[src/rtl/insn_fetch.sv]
// Instruction-fetch stage: owns the PC, issues word reads over a req/rdy
// handshake and drives the IF/ID register, honouring stall, flush and branches.
module insn_fetch #(
   parameter int                 ADDR_W       = 30,
   parameter int                 DATA_W       = 32,
   parameter logic [ADDR_W-1:0]  RESET_VECTOR = '0,
   parameter logic [DATA_W-1:0]  NOP_INSN     = '0
) (
   input  logic              clk,
   input  logic              reset,
   input  logic              stall,
   input  logic              flush,
   input  logic [ADDR_W-1:0] new_pc,
   input  logic              br_taken,
   input  logic [ADDR_W-1:0] br_addr,
   output logic              imem_req,
   output logic [ADDR_W-1:0] imem_addr,
   input  logic              imem_rdy,
   input  logic [DATA_W-1:0] imem_rd_data,
   output logic [ADDR_W-1:0] if_pc,
   output logic [DATA_W-1:0] if_insn,
   output logic              if_en,
   output logic              busy
);

   typedef enum logic [1:0] {S_FETCH, S_DISCARD, S_HOLD} state_t;

   state_t            r_state;
   logic [ADDR_W-1:0] r_pc;
   logic [ADDR_W-1:0] r_tgt;
   logic [ADDR_W-1:0] r_bpc;
   logic [DATA_W-1:0] r_buf;
   logic [ADDR_W-1:0] r_if_pc;
   logic [DATA_W-1:0] r_if_insn;
   logic              r_if_en;

   logic              w_req;
   logic              w_redirect;
   logic [ADDR_W-1:0] w_target;
   logic [ADDR_W-1:0] w_pc_inc;

   // The request drops combinationally with reset so nothing stays in flight.
   assign w_req      = reset & (r_state != S_HOLD);
   assign w_redirect = flush | (br_taken & r_if_en & ~stall);
   assign w_target   = flush ? new_pc : br_addr;
   assign w_pc_inc   = r_pc + ADDR_W'(1);

   assign imem_req  = w_req;
   assign imem_addr = r_pc;
   assign busy      = w_req & ~imem_rdy;
   assign if_pc     = r_if_pc;
   assign if_insn   = r_if_insn;
   assign if_en     = r_if_en;

   always_ff @(posedge clk or negedge reset) begin
      if (!reset) begin
         r_state   <= S_FETCH;
         r_pc      <= RESET_VECTOR;
         r_tgt     <= '0;
         r_bpc     <= '0;
         r_buf     <= '0;
         r_if_pc   <= '0;
         r_if_insn <= NOP_INSN;
         r_if_en   <= 1'b0;
      end else begin
         unique case (r_state)
            S_FETCH: begin
               if (w_redirect) begin
                  r_if_en   <= 1'b0;
                  r_if_insn <= NOP_INSN;
                  if (imem_rdy) begin
                     r_pc <= w_target;
                  end else begin
                     r_tgt   <= w_target;
                     r_state <= S_DISCARD;
                  end
               end else if (stall) begin
                  if (imem_rdy) begin
                     r_buf   <= imem_rd_data;
                     r_bpc   <= r_pc;
                     r_pc    <= w_pc_inc;
                     r_state <= S_HOLD;
                  end
               end else if (imem_rdy) begin
                  r_if_pc   <= r_pc;
                  r_if_insn <= imem_rd_data;
                  r_if_en   <= 1'b1;
                  r_pc      <= w_pc_inc;
               end else begin
                  r_if_en   <= 1'b0;
                  r_if_insn <= NOP_INSN;
               end
            end
            // The old request must still complete; a later flush retargets it.
            S_DISCARD: begin
               r_if_en <= 1'b0;
               if (flush) begin
                  r_tgt <= new_pc;
               end
               if (imem_rdy) begin
                  r_pc    <= flush ? new_pc : r_tgt;
                  r_state <= S_FETCH;
               end
            end
            S_HOLD: begin
               if (flush) begin
                  r_if_en <= 1'b0;
                  r_pc    <= new_pc;
                  r_state <= S_FETCH;
               end else if (!stall) begin
                  if (br_taken && r_if_en) begin
                     r_if_en <= 1'b0;
                     r_pc    <= br_addr;
                  end else begin
                     r_if_pc   <= r_bpc;
                     r_if_insn <= r_buf;
                     r_if_en   <= 1'b1;
                  end
                  r_state <= S_FETCH;
               end
            end
            default: r_state <= S_FETCH;
         endcase
      end
   end

endmodule

[config.mk]
export PLATFORM = sky130hd
export DESIGN_NAME = insn_fetch
export DESIGN_NICKNAME = d
export VERILOG_FILES = /design/src/rtl/insn_fetch.sv
export SDC_FILE = /design/constraint.sdc
export NUM_CORES = 1
export LEC_CHECK = 0
export CAP_MARGIN = 20
export CORE_UTILIZATION = 25
export CTS_CLUSTER_SIZE = 8
export DETAILED_ROUTE_END_ITERATION = 7
export DONT_BUFFER_PORTS = 1
export GPL_TIMING_DRIVEN = 0
export HOLD_SLACK_MARGIN = 0.02
export SETUP_SLACK_MARGIN = 0.1
export SYNTH_ARGS = -nofsm -noshare
export SYNTH_HDL_FRONTEND = slang
export SYNTH_SLANG_ARGS = --single-unit
[constraint.sdc]
create_clock -name clk -period 5.5 [get_ports clk]
set_input_delay 1.1 -clock clk [delete_from_list [all_inputs] [get_ports clk]]
set_output_delay 1.1 -clock clk [all_outputs]
set_load 0.05 [all_outputs]
==> results.yml, run 1 <==
sta:
  slew_headroom_pct: 31.6
  setup_viol: 0
  fin_crit_sh_pct: 83.5
  worst_pin_slew_ns: 1.02
  tns_ns: 0
  period_needed_ns: 4.59
  fmax_ghz: 0.218
  rsz0062_at_grt: "no"
  slew_violations: 0
  finClkSkew_ns: 0.00902
  hold_violations: 0
detailed_routing:
  vias: 8216
  wirelength_mm: 33.7
  drc: 0
  drtAntennaViolNets: 0
  vias_per_cell: 5.24
  dr.pass1.iters: 5
  drt-initial-drc-count: 605
  wl_per_cell_um: 21.5
clock_network:
  root_buffer: "clkbuf_16"
  cts_hold_buf: 0
  cts_sinks: 187
  clkTransAtPathRegs_ns: 0.07
  cts_tree: "yes"
  cts_buffer_depth: 2
  htreeDepth: 4
  post_cts_buffers: 0
  clk_latency_ns: 0.45
  numCtsBuffers: 17
  cts.repair.resized: 0
flow_run:
  max_cap_violations: 0
power_and_ir_drop:
  swShare_pct: 52.2
  p_leak_nw: 4.44
  vdd_ir_drop_max_mv: 0.287
  netSwitchingPower_mw: 4.10
  p_clk_share_pct: 15.2
  power_density_nw_per_um2: 698
  comb_power_share_pct: 36.6
  pwr-share-seq_pct: 48.3
  internal_power_mw: 3.76
setup_path:
  end_kind: "output pin"
  reg2regPathDepth: 8
  cp-start-kind: "flop"
  required_ns: 4.40
  crit_fanout: 10
  arrival_ns: 3.49
  path_class: "flop to output pin"
yosys:
  syn_avg_cell_area_um2: 9.96
  synth_top_area_share_pct: 46.5
  synth_area_leaders: "dfrtp_1 46%, mux2_2 9.1%, a22oi_1 7.3%, o21ai_0 6.4%, mux2i_1 6.0%"
  seq_area_frac_synth_pct: 46.5
  async_reset_ff_share_pct: 100
  synth_area_um2: 10100
  yosysWarnings: 0
  synthFlopType: "dfrtp_1"
  netlist_instances: 1011
  ys_ff_latch: 187
  synth-edff-count: 0
  synthesis.nets: 1113
  synth_area_leader_cell: "dfrtp_1"
  yosysUniqueCellTypes: 64
layout:
  syn_to_final_growth_pct: 12.0
  nets: 1133
  antenna_cells: 0
  fillers: 4216
  multi_input_area_um2: 4910
  final_layout_size_suffix_gt1_share_pct: 14.4
  register_area_um2: 4680
  fin_area_um2: 11300
global_route:
  grt_first_pass_wirelength_mm: 51.6
  grt_use_total_pct: 16.6
  antenna_found_initial: 0
  grt_start_max_net_pins: 189
  grt_overflow: 0
  grt_pass1_vias: 8085
die:
  die_h_um: 203
  core_area_um2: 39700
  floorplan.rows: 73
  die_width_um: 203
  ios: 193
  start_util_pct: 25.4
  die-area_um2: 41100
worst_hold_path:
  hp-class: "primary input to asynchronous set/reset pin"
place:
  place_congestion: 0.877
  dpl.hpwl_mm: 25.2
  place_area_um2: 10700
  io_buffers: 0
status:
  status: "complete, no violations"
## layout by cell type, fill, tap and decap left out, drive strengths merged, types with 5 or more instances in the layout
cell        n
buf        22
a22oi      98
a21oi      34
nand4      11
a211oi      7
nor3       14
o211ai     12
mux2i      60
a31oi       5
xnor2       7
a221oi      6
clkbuf     89
nor2       52
o22ai       7
nand2      95
inv        24
dfrtp     187
clkinvlp    5
mux2       81
o221ai      5
o21ai     129
nand3      13
a22o        9
## critical path: stages, from the launching register on
cell and delay (ns):
dfrtp_1 0.40, inv_1 0.08, ha_1 0.19, clkbuf_1 0.18
clkbuf_1 0.26, clkbuf_1 0.44, nor2b_1 0.93, and2_1 0.55
## stage by stage
stage | total power, mW | hold slack, ns | utilization, % | worst slack, ns | cells
after floorplan | 5.68 | 0.450 | - | 1.92 | 1011
after global placement | 6.60 | 0.464 | 27.0 | 1.44 | 1536
after global routing | 8.39 | 0.313 | 28.4 | 0.761 | 1569
final | 7.87 | 0.337 | 28.4 | 0.906 | 1569
after detailed placement | 6.69 | 0.478 | 27.0 | 1.42 | 1536
after CTS | 7.90 | 0.313 | 28.4 | 0.913 | 1568
## cell type report
class | instances | share of cell area [%]
Sequential cell | 187 | 41.5
Buffer | 90 | 3.55
Clock buffer | 20 | 3.87
Inverter | 21 | 0.699
Multi-Input combinational cell | 713 | 43.6
Tap cell | 525 | 5.82
Timing Repair Buffer | 1 | 0.0666
Clock inverter | 12 | 0.943
## sequential cells by signal, indices dropped and copies added (netlist names)
name       cells
r_tgt         30
if_en          1
r_bpc         30
if_pc         30
r_buf         32
r_state        2
imem_addr     30
if_insn       32
## per-layer routing
layer | part of all wire [%] | track usage (%) | up-vias
li1 | - | - | 3797
met2 | 45 | 25.4 | 338
met5 | 0 | 0 | -
met4 | 1.2 | 3.79 | 0
met1 | 45 | 22.6 | 4042
met3 | 9.3 | 5.35 | 39
## cells in the mapped netlist, drive strengths merged (5+ instances only)
cell type  instances
a211oi             7
dfrtp            187
xnor2              7
a31oi              5
nor2              52
buf               22
inv               18
o211ai            12
mux2i             60
nand2             95
o22ai              7
o221ai             5
clkbuf            68
nand3             13
a22oi             98
mux2              81
nand4             11
nor3              14
a221oi             6
a21oi             34
o21ai            129
a22o               9
## path summary, 6_finish.rpt
kind / to / startpoint / slack, ns
worst max-delay path: busy / r_state[0]$_DFFE_PN0P_ / 0.91
worst min-delay path: r_buf[26]$_DFFE_PN0P_ / reset / 0.34
worst max register to register: imem_addr[19]$_DFFE_PN0P_ / r_state[1]$_DFFE_PN0P_ / 2.57
worst min register to register: r_bpc[15]$_DFFE_PN0P_ / r_bpc[15]$_DFFE_PN0P_ / 0.48
max in group asynchronous: r_tgt[22]$_DFFE_PN0P_ / reset / 4.72
min in group clk: r_bpc[15]$_DFFE_PN0P_ / r_bpc[15]$_DFFE_PN0P_ / 0.48
## logic make-up (layout without fill, tap and decap cells)
group	after synthesis	after routing	synth area share (%)
muxes	141	141	15.0
buffers and inverters	111	144	4.76
xor gates and xnor gates	7	7	0.609
DFF	187	187	46.5
AOI/OAI and AO/OA	351	351	22.8
adders and majority gates	4	4	0.497
and+or+nand+nor	210	210	9.88
## power by group through the flow
stage          Clock [mW]  Combinational, mW  Sequential [mW]
3_3_place_gp            0               2.78             3.81
4_1_cts              1.23               2.85             3.82
5_1_grt              1.28               3.20             3.91
2_1_floorplan           0               2.14             3.54
3_5_place_dp            0               2.83             3.85
6_report             1.20               2.88             3.80
Power figures use the tool's default switching activity.
==> run 2, diff against run 1 <==
==> constraint.sdc (replaced) <==
create_clock -name clk -period 3.9 [get_ports clk]
set_input_delay 0.78 -clock clk [delete_from_list [all_inputs] [get_ports clk]]
set_output_delay 0.78 -clock clk [all_outputs]
set_load 0.05 [all_outputs]
==> results.yml, run 2 (same netlist as run 1, synthesis figures left out) <==
die:
  start_util_pct: 25.4
  core_area_um2: 39700
  die_width_um: 203
  die-area_um2: 41100
  floorplan.rows: 73
  ios: 193
  die_h_um: 203
clock_network:
  cts_buffer_depth: 2
  cts_sinks: 187
  numCtsBuffers: 17
  htreeDepth: 4
  clkTransAtPathRegs_ns: 0.07
  root_buffer: "clkbuf_16"
  clk_latency_ns: 0.45
  post_cts_buffers: 0
  cts_tree: "yes"
sta:
  slew_violations: 0
  rsz0062_at_grt: "no"
  finClkSkew_ns: 0.00930
  setup_viol: 0
  fmax_ghz: 0.276
  tns_ns: 0
  fin_crit_sh_pct: 93.0
  slew_headroom_pct: 33.7
  period_needed_ns: 3.63
  holdWs_ns: 0.136
  worst_pin_slew_ns: 0.992
  hold_violations: 0
setup_path:
  cpMostUsedCell: "clkbuf_1"
  rrSetupSlack_ns: 0.92
  required_ns: 3.12
  arrival_ns: 2.85
  slowest_stage: "and2_1"
  cp-start-kind: "flop"
  end_kind: "output pin"
  crit_start: "r_state[0]$_DFFE_PN0P_"
  path_class: "flop to output pin"
  reg2reg_to: "imem_addr[19]$_DFFE_PN0P_"
  crit_fanout: 10
  cpPeakStageDelay_ns: 0.50
  cp_num_buf_inv: 4
  reg2regPathDepth: 8
  cpLargestDelayFamily: "simple AND/OR/NAND/NOR gates"
  crit_chain: "inv_1 -> ha_1 -> clkbuf_1 -> clkbuf_1 -> clkbuf_2 -> nor2b_4 -> and2_1"
  reg2reg_from: "r_state[1]$_DFFE_PN0P_"
detailed_routing:
  route.met3.wl_mm: 3.23
  vias: 8274
  wl_per_cell_um: 22.1
  wl_met1_mm: 15.7
  vias_per_cell: 5.24
  wl_met2_mm: 15.6
  wirelength_mm: 34.9
  drtAntennaViolNets: 0
  topRoutingLayerUsed: "met4"
  dr.pass1.iters: 5
  drt-initial-drc-count: 630
  drc: 0
layout:
  final_common_cell: "dfrtp_1"
  final_layout_size_suffix_gt1_share_pct: 14.8
  stdcell_count: 1578
  fin_area_um2: 11400
  syn_to_final_growth_pct: 13.5
  fillers: 4202
  nets: 1142
  fin_util_pct: 28.8
  final_cell_mix: "187 x dfrtp_1, 129 x o21ai_0, 98 x a22oi_1"
  antenna_cells: 0
place:
  io_buffers: 0
  dp_cells: 1536
  place_congestion: 0.877
  dpl.hpwl_mm: 25.2
  place_area_um2: 10700
global_route:
  grt_pass1_vias: 8076
  grt_overflow: 0
  grt_use_total_pct: 16.6
  antenna_found_initial: 1
  grt_start_max_net_pins: 189
  grt_first_pass_wirelength_mm: 51.7
flow_run:
  max_cap_violations: 0
power_and_ir_drop:
  vdd_ir_drop_max_mv: 0.403
  p_leak_nw: 4.52
  power_density_nw_per_um2: 977
worst_hold_path:
  hp-class: "primary input to asynchronous set/reset pin"
status:
  status: "complete, no violations"
-- run 2: cell types whose count changed in the layout (fill, tap and decap cells not counted), sizes merged --
cell | previous run | this run
dlygate4sd3 | 0 | 5
buf | 22 | 26
-- run 2: layout make-up --
cell class	instances	area, µm²	share of cell area, %
tap	525	657	5.75
buffer	90	402	3.51
clock buffer	20	437	3.82
inverter	21	78.8	0.689
timing repair buffer	10	153	1.34
multi-input combinational	713	4920	43.0
sequential	187	4680	40.9
clock inverter	12	106	0.930
-- run 2: worst reg2reg max path, delay by kind of cell (launching register included) --
family | cells | cell delay, ns
buf+inv | 3 | 0.91
fa+ha+maj | 1 | 0.24
flops | 1 | 0.40
simple gates | 1 | 0.15
compound gates | 3 | 1.14
-- run 2: power by group --
part	internal [mW]	switching [mW]
logic	1.63	2.49
registers	2.86	2.50
clock network	0.836	0.857
-- run 2: what timing repair did --
item                                    in CTS  in global routing
endpoints found under the setup margin       1                  0
resized for setup                            3                  0
hold endpoints to repair                   160                 21
-- run 2: through the flow --
step	power, mW	setup slack, ns
global placement	9.31	0.158
global route	11.9	0.133
finish	11.2	0.274
detailed placement	9.43	0.139
CTS	11.1	0.269
floorplan	8.01	0.639
-- run 2: worst max path at each step --
stage / slack, ns / depth (start not counted) / endpoint
2_1_floorplan: 0.64 / 7 / busy
3_3_place_gp: 0.16 / 7 / busy
3_5_place_dp: 0.14 / 7 / busy
4_1_cts: 0.27 / 7 / busy
5_1_grt: 0.13 / 7 / busy
6_report: 0.27 / 7 / busy
-- run 2: per-layer routing --
layer	global-route usage, %	vias up
li1	-	3806
met1	22.7	4096
met2	25.4	347
met3	5.30	25
met4	3.73	0
met5	0	-
==> run 3, diff against run 2 <==
--- a/config.mk
+++ b/config.mk
@@ -11,7 +11,8 @@
 export DETAILED_ROUTE_END_ITERATION = 7
 export DONT_BUFFER_PORTS = 1
 export GPL_TIMING_DRIVEN = 0
-export HOLD_SLACK_MARGIN = 0.02
+export HOLD_SLACK_MARGIN = 0.03
+export MAX_ROUTING_LAYER = met4
 export SETUP_SLACK_MARGIN = 0.1
 export SYNTH_ARGS = -nofsm -noshare
 export SYNTH_HDL_FRONTEND = slang
==> results.yml, run 3 (same netlist as run 1, synthesis figures left out) <==
clock_network:
  numCtsBuffers: 17
  root_buffer: "clkbuf_16"
  cts_tree: "yes"
  clkTransAtPathRegs_ns: 0.07
  cts_buffer_depth: 2
  htreeDepth: 4
  clk_latency_ns: 0.45
  cts_sinks: 187
layout:
  stdcell_count: 1569
  fillers: 4197
  final_cell_mix: "187 x dfrtp_1, 129 x o21ai_0, 98 x a22oi_1"
  antenna_cells: 0
  register_area_um2: 4680
  syn_to_final_growth_pct: 12.9
  fin_area_um2: 11400
  nets: 1134
  final_layout_size_suffix_gt1_share_pct: 14.8
  final_common_cell: "dfrtp_1"
  multi_input_area_um2: 4920
setup_path:
  end_kind: "output pin"
  reg2reg_from: "r_state[0]$_DFFE_PN0P_"
  required_ns: 3.12
  arrival_ns: 2.84
  cp-start-kind: "flop"
  path_class: "flop to output pin"
  crit_start: "r_state[0]$_DFFE_PN0P_"
  crit_fanout: 10
die:
  die-area_um2: 41100
  floorplan.rows: 73
  core_area_um2: 39700
  die_h_um: 203
  ios: 193
  start_util_pct: 25.4
  die_width_um: 203
sta:
  slew_headroom_pct: 21.9
  hold_violations: 0
  finClkSkew_ns: 0.0107
  holdWs_ns: 0.222
  worst_pin_slew_ns: 1.16
  fin_crit_sh_pct: 92.9
  fmax_ghz: 0.276
  setup_viol: 0
  slew_violations: 0
  period_needed_ns: 3.62
  rsz0062_at_grt: "no"
  tns_ns: 0
detailed_routing:
  route.met3.wl_mm: 3.32
  dr.pass1.iters: 5
  drtAntennaViolNets: 0
  wirelength_mm: 34.1
  vias_per_cell: 5.25
  drc: 0
  vias: 8239
  topRoutingLayerUsed: "met4"
  wl_per_cell_um: 21.7
  drt-initial-drc-count: 654
  wl_met1_mm: 15.3
  wl_met2_mm: 15.1
place:
  io_buffers: 0
  place_area_um2: 10700
  dp_cells: 1536
  dpl.hpwl_mm: 25.3
  place_congestion: 0.881
power_and_ir_drop:
  power_mw: 11.2
  power_density_nw_per_um2: 986
  p_leak_nw: 4.50
  vdd_ir_drop_max_mv: 0.316
worst_hold_path:
  hp-class: "primary input to asynchronous set/reset pin"
global_route:
  antenna_found_initial: 0
  grt_start_max_net_pins: 189
  grt_first_pass_wirelength_mm: 51.0
  grt_overflow: 0
  grt_use_total_pct: 16.8
  grt_pass1_vias: 8162
status:
  status: "complete, no violations"
flow_run:
  max_cap_violations: 0
-- run 3: cell types whose count changed in the layout (fill, tap and decap cells not counted), sizes merged --
cell	change
buf	-2
bufinv	+1
clkbuf	-2
clkinvlp	-3
dlygate4sd3	-5
inv	+2
-- run 3: what timing repair did --
item,in CTS,in global routing
hold endpoints to repair,187,107
setup buffers,0,0
setup endpoints to repair,1,0
gates resized for setup,3,0
-- run 3: worst max-delay path, cell delays in order, from the launching register on --
cell	delay, ns
dfrtp_1	0.41
inv_1	0.08
ha_1	0.19
clkbuf_1	0.18
clkbuf_1	0.26
clkbuf_2	0.35
nor2b_4	0.40
and2_1	0.52
-- run 3: path summary, 6_finish.rpt --
check / endpoint / slack [ns] / cells after the start
min: if_pc[11]$_DFFE_PN0P_ / 0.22 / 1
max: busy / 0.28 / 7
max in group asynchronous: r_bpc[8]$_DFFE_PN0P_ / 3.21 / 1
max reg2reg: imem_addr[19]$_DFFE_PN0P_ / 0.96 / 8
min in group clk: r_buf[2]$_DFFE_PN0P_ / 0.48 / 1
min reg2reg: r_bpc[18]$_DFFE_PN0P_ / 0.49 / 2
-- run 3: area by class of cell --
cell class / count / share of cell area [%]
multi-input combinational: 713 / 43.3
sequential: 187 / 41.2
tap: 525 / 5.78
clock buffer: 19 / 3.98
buffer: 90 / 3.53
clock inverter: 12 / 1.08
inverter: 21 / 0.693
timing repair buffer: 2 / 0.484
-- run 3: layer usage --
layer | up-vias | GRT usage, %
met5 | - | -
met4 | 0 | 3.57
met3 | 24 | 5.41
met2 | 369 | 24.8
met1 | 4040 | 22.4
li1 | 3806 | -
-- run 3: stage by stage --
stage / setup slack, ns / util [%]
floorplan: 0.639 / -
global placement: 0.146 / 27.0
detailed placement: 0.131 / 27.0
CTS: 0.264 / 28.5
global route: 0.121 / 28.6
finish: 0.278 / 28.6
-- run 3: where the power goes --
part | leakage, nW | total, mW | switching, mW | internal [mW]
clock network | 0.280 | 1.77 | 0.840 | 0.929
logic | 1.93 | 4.09 | 2.47 | 1.62
registers | 2.30 | 5.35 | 2.49 | 2.86
total | 4.50 | 11.2 | 5.80 | 5.40
